[src/rtl/multi_button_debouncer.sv]
// multi_button_debouncer: N independent pushbutton debouncers.
// Each channel passes its raw button through a 2-flop synchroniser. It then qualifies press
// and release with separate stable-time windows. While the button is held it can emit
// auto-repeat pulses.
//
// Ports:
//   clk            in   system clock
//   reset          in   synchronous active-high reset
//   BTN            in   raw asynchronous buttons, bit i = channel i
//   level          out  debounced button state
//   press          out  one-cycle pulse on accepted press
//   release_pulse  out  one-cycle pulse on accepted release
//   repeat_pulse   out  one-cycle pulse per auto-repeat interval while held
// The last two carry a _pulse suffix because release/repeat are reserved words.
module multi_button_debouncer #(
  parameter int unsigned N_BTN          = 5,
  parameter int unsigned PRESS_CYCLES   = 2000,
  parameter int unsigned RELEASE_CYCLES = 2000,
  parameter int unsigned HOLD_CYCLES    = 24000,
  parameter int unsigned REPEAT_CYCLES  = 8000,
  parameter bit          REPEAT_EN      = 1'b1,
  parameter int unsigned CNT_W          = 15
) (
  input  logic             clk,
  input  logic             reset,
  input  logic [N_BTN-1:0] BTN,
  output logic [N_BTN-1:0] level,
  output logic [N_BTN-1:0] press,
  output logic [N_BTN-1:0] release_pulse,
  output logic [N_BTN-1:0] repeat_pulse
);

  localparam logic [CNT_W-1:0] PressLast   = CNT_W'(PRESS_CYCLES - 1);
  localparam logic [CNT_W-1:0] ReleaseLast = CNT_W'(RELEASE_CYCLES - 1);
  localparam logic [CNT_W-1:0] HoldLast    = CNT_W'(HOLD_CYCLES - 1);
  localparam logic [CNT_W-1:0] RepeatLast  = CNT_W'(REPEAT_CYCLES - 1);

  typedef enum logic [1:0] {
    StIdle,
    StPressWait,
    StHeld,
    StReleaseWait
  } state_e;

  for (genvar i = 0; i < N_BTN; i++) begin : g_ch
    logic             sync1_q, s_q;
    state_e           state_q, state_d;
    logic [CNT_W-1:0] cnt_q, cnt_d;
    logic             first_q, first_d;  // 1: next repeat uses HOLD window
    logic             level_q, level_d;
    logic             press_q, press_d;
    logic             rel_q, rel_d;
    logic             rpt_q, rpt_d;
    logic [CNT_W-1:0] held_last;

    assign held_last = first_q ? HoldLast : RepeatLast;

    always_comb begin
      state_d = state_q;
      cnt_d   = cnt_q;
      first_d = first_q;
      level_d = level_q;
      press_d = 1'b0;
      rel_d   = 1'b0;
      rpt_d   = 1'b0;
      unique case (state_q)
        StIdle: begin
          cnt_d = '0;
          if (s_q) state_d = StPressWait;
        end
        StPressWait: begin
          if (!s_q) begin
            state_d = StIdle;
            cnt_d   = '0;
          end else if (cnt_q == PressLast) begin
            state_d = StHeld;
            press_d = 1'b1;
            level_d = 1'b1;
            cnt_d   = '0;
            first_d = 1'b1;
          end else begin
            cnt_d = cnt_q + 1'b1;
          end
        end
        StHeld: begin
          if (!s_q) begin
            state_d = StReleaseWait;
            cnt_d   = '0;
          end else if (cnt_q == held_last) begin
            // With repeat disabled the counter parks at the limit instead of wrapping.
            if (REPEAT_EN) begin
              rpt_d   = 1'b1;
              cnt_d   = '0;
              first_d = 1'b0;
            end
          end else begin
            cnt_d = cnt_q + 1'b1;
          end
        end
        StReleaseWait: begin
          if (s_q) begin
            // Bounce back to held: repeat timing restarts from the long window.
            state_d = StHeld;
            cnt_d   = '0;
            first_d = 1'b1;
          end else if (cnt_q == ReleaseLast) begin
            state_d = StIdle;
            level_d = 1'b0;
            rel_d   = 1'b1;
            cnt_d   = '0;
          end else begin
            cnt_d = cnt_q + 1'b1;
          end
        end
        default: state_d = StIdle;
      endcase
    end

    always_ff @(posedge clk) begin
      if (reset) begin
        sync1_q <= 1'b0;
        s_q     <= 1'b0;
        state_q <= StIdle;
        cnt_q   <= '0;
        first_q <= 1'b1;
        level_q <= 1'b0;
        press_q <= 1'b0;
        rel_q   <= 1'b0;
        rpt_q   <= 1'b0;
      end else begin
        sync1_q <= BTN[i];
        s_q     <= sync1_q;
        state_q <= state_d;
        cnt_q   <= cnt_d;
        first_q <= first_d;
        level_q <= level_d;
        press_q <= press_d;
        rel_q   <= rel_d;
        rpt_q   <= rpt_d;
      end
    end

    assign level[i]         = level_q;
    assign press[i]         = press_q;
    assign release_pulse[i] = rel_q;
    assign repeat_pulse[i]  = rpt_q;
  end

endmodule
[config.mk]
export PLATFORM = sky130hd
export DESIGN_NAME = multi_button_debouncer
export DESIGN_NICKNAME = d
export VERILOG_FILES = /design/src/rtl/multi_button_debouncer.sv
export SDC_FILE = /design/constraint.sdc
export NUM_CORES = 1
export LEC_CHECK = 0
export CAP_MARGIN = 20
export CORE_ASPECT_RATIO = 0.9
export CORE_MARGIN = 2
export CORE_UTILIZATION = 60
export CTS_CLUSTER_SIZE = 28
export DETAILED_ROUTE_END_ITERATION = 10
export PLACE_DENSITY = 0.8
export SETUP_SLACK_MARGIN = 0.3
export SYNTH_ARGS = -nofsm -noshare
export SYNTH_HDL_FRONTEND = slang
export SYNTH_SLANG_ARGS = --single-unit
[constraint.sdc]
create_clock -name clk -period 4.92 [get_ports clk]
set_clock_uncertainty 0.1 [all_clocks]
set_input_delay 0.984 -clock clk [delete_from_list [all_inputs] [get_ports clk]]
set_output_delay 0.984 -clock clk [all_outputs]
set_load 0.02 [all_outputs]
# Word-level counts from Yosys, hierarchy flattened
# Index checks and enable logic that the tools add are counted.
# word_totals
mem_bits_ro,0
reg_bits,120
ram_bits,0
word_cells,320
latch_bits,0
in_bits,7
output_inout_bits,20
memories,0
# op_classes
div_mod_pow,0
shift,0
multipliers,0
add_sub_neg,5
n_reduce_logical,45
n_lt_le_gt_ge,0
muxes,125
n_eq_ne,80
bitwise_logic,20
# op_table
cell,count
15-bit two-way mux,30
15-bit case mux with 4 select lines,5
2-bit != test (second input constant),45
15-bit by 1-bit adder with 15-bit output (second input constant),5
15-bit by 11-bit == test with 1-bit output (second input constant),5
15-bit == test,5
2-bit two-way mux,30
1-bit two-way mux,45
3-bit OR reduction,15
2-bit case mux with 4 select lines,5
3-bit != test (second input constant),10
6-bit AND reduction,5
5-bit AND reduction,5
2-bit == test (second input constant),10
1-bit NOT,20
4-bit AND reduction,5
1-bit case mux with 3 select lines,5
3-bit nonzero test,5
2-bit by 1-bit == test with 1-bit output (second input constant),5
2-bit zero test,5
1-bit case mux with 2 select lines,5
2-bit nonzero test,5

# Depth between registers and ports, before layout
# Gate-level depths: netlist of the first run.
# depth
word_depth,5
depth_mapped,8
depth_no_buf,6

# Worst setup path before layout of the first run
# No wires, ideal clock.
# synth_path
path_kind,register -> register
from,register g_ch[0].cnt_q[7]
to,register g_ch[0].cnt_q[11]
stages_incl_launch_ff,8
path_buffers,2
required_time_ns,4.705
setup_time_ns,0.115
arrival_time_ns,1.946
synth_period_minus_slack_ns,2.161
setup_slack_ns,2.759
cell_sequence,dfxtp_1 > buf_6 > or4b_4 > a2111oi_2 > nand4_1 > a32oi_2 > buf_6 > nor2_1
# synth_between
elab_chain_len,4
word_cells_on_any_way,9
classes_between,add/sub (1); eq/ne (2); mux (6)
# synth_rtl
element,line,source
"start, declared",48,"logic [CNT_W-1:0] cnt_q, cnt_d;"
"start signal, assigned",134,cnt_q <= cnt_d;
15-bit by 1-bit adder with 15-bit output (tied with other cells),"82, 97, 112",
"15-bit two-way mux, on equally long branches","75, 106, 89",
"15-bit two-way mux, on equally long branches","101, 72, 86",
15-bit case mux with 4 select lines (*),66,unique case (state_q)
# Every way passes the cells marked *; elsewhere a longest branch is shown, timed or not.
# A chain may end at the register's enable or synchronous reset.

# Worst setup path in the final report of the first run
# layout_path
from,register g_ch[1].cnt_q[7]
to,register g_ch[1].cnt_q[12]
# layout_between
elab_chain_len,4
word_cells_on_any_way,9
classes_between,add/sub (1); eq/ne (2); mux (6)
# layout_rtl
element,line
"start, declared",48
"start signal, assigned",134
15-bit by 1-bit adder with 15-bit output (tied with other cells),"82, 97, 112"
"15-bit two-way mux, on equally long branches","75, 106, 89"
"15-bit two-way mux, on equally long branches","101, 72, 86"
15-bit case mux with 4 select lines (*),66
# Marks and branches as above.

==> out/qor.txt, run 1 <==
Routed len/inst -> 12.8 microns
Cell Rows -> 32
CTS resizes -> 0
Total grt overflow -> 0
Mapped cell area -> 5170 sq um
Overall die area -> 9370 sq um
Max Slew Vio Count -> 0
Final Non-Filler Cells -> 723
Largest net degree at the start of global routing -> 35
Vias in the first global route -> 3794
Antenna violations before repair -> 0
Tmin final -> 2690 ps
Most frequent cells in the layout -> 120 x dfxtp_1, 102 x nor2_1, 37 x xnor2_1
Nets -> 605
Flops & latches, synth -> 120
First-pass GRT wire length -> 16300 microns
Worst path buffer plus inverter count -> 0
Synth cell types -> 48
DR iter-0 viols -> 134
Pleak -> 1.92 nW
Core area -> 8450 sq um
Number of diodes -> 0
Die Span X -> 102 microns
WL final -> 9230 microns
Critical path's largest stage delay -> 890 ps
Clk Latency, worst-skew pair -> 510 ps
Worst-Margin Slew -> 1270 ps
P per Cell Area -> 368 nW/um^2
WS Path Type -> register to register
Synth-to-Final Area Change -> 14.3%
F_max -> 372 MHz
Max_slew headroom -> 15.2%
Final hold vios -> 0
CTS root buffer -> clkbuf_8
Period utilization -> 54.6%
CP Data Arrival Time -> 2930 ps
Critical-path cell list -> or4b_1 > a2111oi_2 > nand2_1 > a32oi_1 > nor2_1
Total Neg Setup Slack -> 0 ps
Largest cells by area after synthesis -> dfxtp_1 47%, nor2_1 7.4%, xnor2_1 6.3%, xor2_1 5.1%, buf_4 3.1%
Max_cap viols -> 0
Post-CTS Hold Buffers -> 0
Antenna Nets Post-Route -> 0
Post-CTS Setup Inserts -> 0
Most common cell after layout, fill and taps aside -> dfxtp_1
Syn_area_per_cell -> 8.91 sq um
Area share of the largest cell type after synthesis -> 46.5%
Num CTS Buffers -> 17
Outcome -> finished clean
Seq/Total Area, Yosys -> 46.5%
Buffers added on ports -> 26
H-tree depth -> 4
CP max FO -> 15
GP Congestion -> 0.812
Via/cell ratio -> 5.42
I/O pins -> 27
Leading area contributor after synthesis -> dfxtp_1
Residual DRC -> 0
Post-Synthesis Cells -> 580
Worst Setup End Kind -> register
Total track usage -> 21.5%
Die Y -> 92.0 microns
Slowest stage cell, crit path -> a32oi_1
TritonCTS clock tree -> yes
Final instance area -> 5910 sq um
Syn Nets -> 592
Final Setup Violations -> 0
Initial core utilization -> 61.2%
Placed Area -> 5350 sq um
DP HPWL -> 6090 microns
Via Count -> 3922
Worst hold path class -> register to register
RSZ-0062 raised after global routing -> no
Setup crit start kind -> register
DRT Pass-1 Iters -> 6
Worst-path clk slew -> 60 ps
Cell family with most CP delay -> compound AO/OA/AOI/OAI gates
Syn. warnings -> 0
Maximum VDD drop -> 0.237 mV
Clock buffer depth -> 2
Placed Cells -> 692
CTS sink cnt -> 120
Layout cells sized above 1 -> 6.62%
Data required, critical path -> 5170 ps
## flip-flops by register name, summed over array words and instances, names as in the netlist, named ones only
register and cells:
g_ch.s_q 5, g_ch.level_q 5, g_ch.rpt_q 5, g_ch.sync1_q 5, g_ch.press_q 5, g_ch.state_q 5, g_ch.rel_q 5, g_ch.cnt_q 75
g_ch.first_q 5
## per-stage QoR
stage / power (mW) / hold slack, ps / worst slack [ps] / utilization (%)
after floorplan: 1.04 / 311 / 2760 / -
after global placement: 1.05 / 319 / 2010 / 63.3
after detailed placement: 1.05 / 324 / 1920 / 63.3
after CTS: 2.19 / 340 / 2210 / 69.8
after global routing: 2.25 / 355 / 1940 / 69.9
final: 2.17 / 336 / 2230 / 69.9
## final timing paths
path | depth (start not counted) | slack, ps | from | to
max | 5 | 2230 | g_ch[1].cnt_q[7]$_SDFF_PP0_ | g_ch[1].cnt_q[12]$_SDFF_PP0_
min | 1 | 340 | g_ch[2].sync1_q$_SDFF_PP0_ | g_ch[2].s_q$_SDFF_PP0_
max reg2reg | 5 | 2230 | g_ch[1].cnt_q[7]$_SDFF_PP0_ | g_ch[1].cnt_q[12]$_SDFF_PP0_
min reg2reg | 1 | 340 | g_ch[2].sync1_q$_SDFF_PP0_ | g_ch[2].s_q$_SDFF_PP0_
## cells by family after synthesis
family / after synthesis / synth area share [%]
AO/OA/AOI/OAI: 47 / 6.13
XOR/XNOR: 67 / 11.4
adder cells (fa/ha/maj): 5 / 1.21
buffers and inverters: 49 / 5.55
flip-flops: 120 / 46.5
multiplexers: 3 / 0.581
AND/OR/NAND/NOR: 289 / 28.7
## area by class of cell
class | instances | area, sq um
Fill cell | 634 | 2540
Multi-Input combinational cell | 411 | 2480
Sequential cell | 120 | 2400
Clock buffer | 21 | 449
Timing Repair Buffer | 28 | 270
Tap cell | 119 | 149
Clock inverter | 9 | 101
Inverter | 15 | 56.3
## layer usage
metal	global-route usage, %	wire length [microns]	up-vias
li1	-	-	2001
met1	26.8	4270	1829
met2	34.3	4470	85
met3	6.86	433	7
met4	8.89	56	0
met5	0	0	-
## synthesized netlist by cell type (all sizes together)
cell,count
nor4b,6
nand3b,1
o22a,1
a2111oi,2
nand2,36
o211ai,3
or4bb,1
xnor2,37
nand4b,5
nor3b,2
and2,7
or3,1
xor2,30
buf,25
a32oi,3
nand2b,7
nand4,16
nor2,102
and4,3
a211o,2
o2111ai,1
ha,5
or4b,4
or4,4
a2bb2oi,1
dfxtp,120
and3,12
mux2i,3
a21oi,13
nand3,28
o311ai,1
a211oi,1
o21ai,11
o22ai,2
or2,2
clkbuf,9
inv,15
nor3,18
a31oi,6
and4b,2
nor2b,21
nor4,11
## where the power goes
part           internal (mW)  total (mW)  switching (mW)
Sequential             0.982       0.989         0.00780
Clock                  0.736        1.15           0.409
Combinational         0.0188      0.0387          0.0199
Total                   1.74        2.17           0.437
## worst reg2reg max path, stage by stage, from the launching register on
cell,delay [ps]
dfxtp_1,360
or4b_1,530
a2111oi_2,390
nand2_1,130
a32oi_1,890
nor2_1,120
(Power assumes the default switching activity.)
==> inputs of run 2 (changes only) <==
CORE_UTILIZATION = 59   (was 60)
PLACE_DENSITY = 0.79   (was 0.8)
clock period = 2.6 ns   (was 4.92 ns; I/O delays follow)
==> out/qor.txt, run 2 (same netlist as run 1, synthesis figures left out) <==
Via Count -> 4002 (was 3922)
Final hold vios -> 0 (unchanged)
CP max FO -> 15 (unchanged)
Initial core utilization -> 60.6% (was 61.2%)
Worst Setup End Kind -> register (unchanged)
Data required, critical path -> 2900 ps (was 5170 ps)
P per Cell Area -> 713 nW/um^2 (was 368 nW/um^2)
Buffers added on ports -> 26 (unchanged)
Routed len/inst -> 13.5 microns (was 12.8 microns)
F_max -> 453 MHz (was 372 MHz)
Util after Layout -> 70.6% (was 69.9%)
Vias in the first global route -> 3982 (was 3794)
R2r setup slk -> 390 ps (was 2230 ps)
Largest net degree at the start of global routing -> 32 (was 35)
Worst setup path endpoint -> g_ch[0].cnt_q[4]$_SDFF_PP0_ (was g_ch[1].cnt_q[12]$_SDFF_PP0_)
Final Setup Violations -> 0 (unchanged)
Die Y -> 92.8 microns (was 92.0 microns)
Max_cap viols -> 0 (unchanged)
Synth-to-Final Area Change -> 16.5% (was 14.3%)
Critical path's largest stage delay -> 540 ps (was 890 ps)
Outcome -> finished clean (unchanged)
CP Data Arrival Time -> 2510 ps (was 2930 ps)
Reg2reg start -> g_ch[0].cnt_q[7]$_SDFF_PP0_ (was g_ch[1].cnt_q[7]$_SDFF_PP0_)
Most common cell after layout, fill and taps aside -> dfxtp_1 (unchanged)
Antenna Nets Post-Route -> 0 (unchanged)
Period utilization -> 85.0% (was 54.6%)
Number of diodes -> 0 (unchanged)
Tmin final -> 2210 ps (was 2690 ps)
R2R cell count -> 6 (was 5)
Fillers -> 652 (was 634)
CTS sink cnt -> 120 (unchanged)
DRT Pass-1 Iters -> 5 (was 6)
Most frequent cells in the layout -> 120 x dfxtp_1, 102 x nor2_1, 37 x xnor2_1 (unchanged)
Clock buffer depth -> 2 (unchanged)
Antenna violations before repair -> 0 (unchanged)
Max_slew headroom -> 61.0% (was 15.2%)
Total grt overflow -> 0 (unchanged)
RSZ-0062 raised after global routing -> yes (was no)
Critical-path cell list -> or4b_4 > a2111oi_2 > nand4_1 > a32oi_2 > buf_4 > nor2_1 (was or4b_1 > a2111oi_2 > nand2_1 > a32oi_1 > nor2_1)
First-pass GRT wire length -> 17600 microns (was 16300 microns)
CTS root buffer -> clkbuf_8 (unchanged)
DP HPWL -> 6470 microns (was 6090 microns)
Maximum VDD drop -> 0.453 mV (was 0.237 mV)
TritonCTS clock tree -> yes (unchanged)
Overall die area -> 9520 sq um (was 9370 sq um)
Max FFs per register -> 75 (unchanged)
Total track usage -> 23.1% (was 21.5%)
Cell Rows -> 32 (unchanged)
Slowest stage cell, crit path -> or4b_4 (was a32oi_1)
Pleak -> 1.97 nW (was 1.92 nW)
Most flops, register -> g_ch.cnt_q (unchanged)
Die Span X -> 103 microns (was 102 microns)
Crit path from -> g_ch[0].cnt_q[7]$_SDFF_PP0_ (was g_ch[1].cnt_q[7]$_SDFF_PP0_)
Setup crit start kind -> register (unchanged)
WS Path Type -> register to register (unchanged)
GP Congestion -> 0.870 (was 0.812)
Nets -> 611 (was 605)
Num CTS Buffers -> 17 (unchanged)
DR iter-0 viols -> 158 (was 134)
I/O pins -> 27 (unchanged)
Residual DRC -> 0 (unchanged)
WL final -> 9860 microns (was 9230 microns)
Worst hold path class -> register to register (unchanged)
Clk Latency, worst-skew pair -> 510 ps (about the same)
Worst-path clk slew -> 50 ps (was 60 ps)
H-tree depth -> 4 (unchanged)
Layout cells sized above 1 -> 8.01% (was 6.62%)
Via/cell ratio -> 5.47 (was 5.42)
FF-to-FF End -> g_ch[0].cnt_q[4]$_SDFF_PP0_ (was g_ch[1].cnt_q[12]$_SDFF_PP0_)
Total Neg Setup Slack -> 0 ps (unchanged)
Core area -> 8530 sq um (was 8450 sq um)
Max Slew Vio Count -> 0 (unchanged)
Overall Power -> 4.29 mW (was 2.17 mW)
Worst-Margin Slew -> 585 ps (was 1270 ps)
run 2: changes by cell type in the layout (fill, tap and decap cells not counted), sizes merged:
cell and delta:
clkinv -2, bufinv +1, buf +6, clkbuf +3
run 2: repair_timing:
item | in CTS | in global routing
buffers inserted | 0 | 1
setup endpoints to repair | 0 | 16
hold endpoints to repair | 0 | 0
hold buffers | 0 | 0
gates resized for setup | 0 | 3
run 2: layer usage:
| layer | vias to the layer above | GRT usage (%) | part of all wire (%) |
|---|---|---|---|
| li1 | 2016 | - | - |
| met1 | 1885 | 28.0 | 45 |
| met2 | 89 | 38.0 | 50 |
| met3 | 12 | 6.94 | 4.1 |
| met4 | 0 | 9.78 | 0.81 |
| met5 | - | 0 | 0 |
run 2: worst min path at each step:
stage	cells past startpoint	endpoint	startpoint	slack (ps)
finish	1	g_ch[3].s_q$_SDFF_PP0_	g_ch[3].sync1_q$_SDFF_PP0_	340
CTS	1	g_ch[3].s_q$_SDFF_PP0_	g_ch[3].sync1_q$_SDFF_PP0_	340
detailed placement	1	g_ch[2].s_q$_SDFF_PP0_	g_ch[2].sync1_q$_SDFF_PP0_	330
global route	1	g_ch[3].s_q$_SDFF_PP0_	g_ch[3].sync1_q$_SDFF_PP0_	360
global placement	1	g_ch[0].cnt_q[0]$_SDFF_PP0_	g_ch[0].cnt_q[0]$_SDFF_PP0_	320
floorplan	1	g_ch[0].cnt_q[0]$_SDFF_PP0_	g_ch[0].cnt_q[0]$_SDFF_PP0_	310
run 2: critical path, delay by kind of cell (launching register included):
family          cells  cell delay, ps
compound gates      2             570
simple gates        3             800
flops               1             370
buf+inv             1             230
run 2: final cells by class:
cell class	count	area [sq um]	area share, %
inverters	15	56.3	0.935
repair buffers	34	315	5.24
well taps	119	149	2.47
multi-input cells	411	2500	41.5
clock inverters	8	118	1.95
clock buffers	24	480	7.98
flip-flops and latches	120	2400	39.9
run 2: through the flow:
step           hold slack [ps]  instances  setup slack [ps]  cell area [sq um]
6_report                   336        731               390               6020
5_1_grt                    358        731               293               6020
4_1_cts                    339        730               365               5990
3_5_place_dp               327        698               382               5390
3_3_place_gp               321        698               488               5390
2_1_floorplan              311        580               439               5170
run 2: report_power, final:
group	internal, mW	switching [mW]
clock network	1.56	0.788
logic	0.0367	0.0378
registers	1.86	0.0152
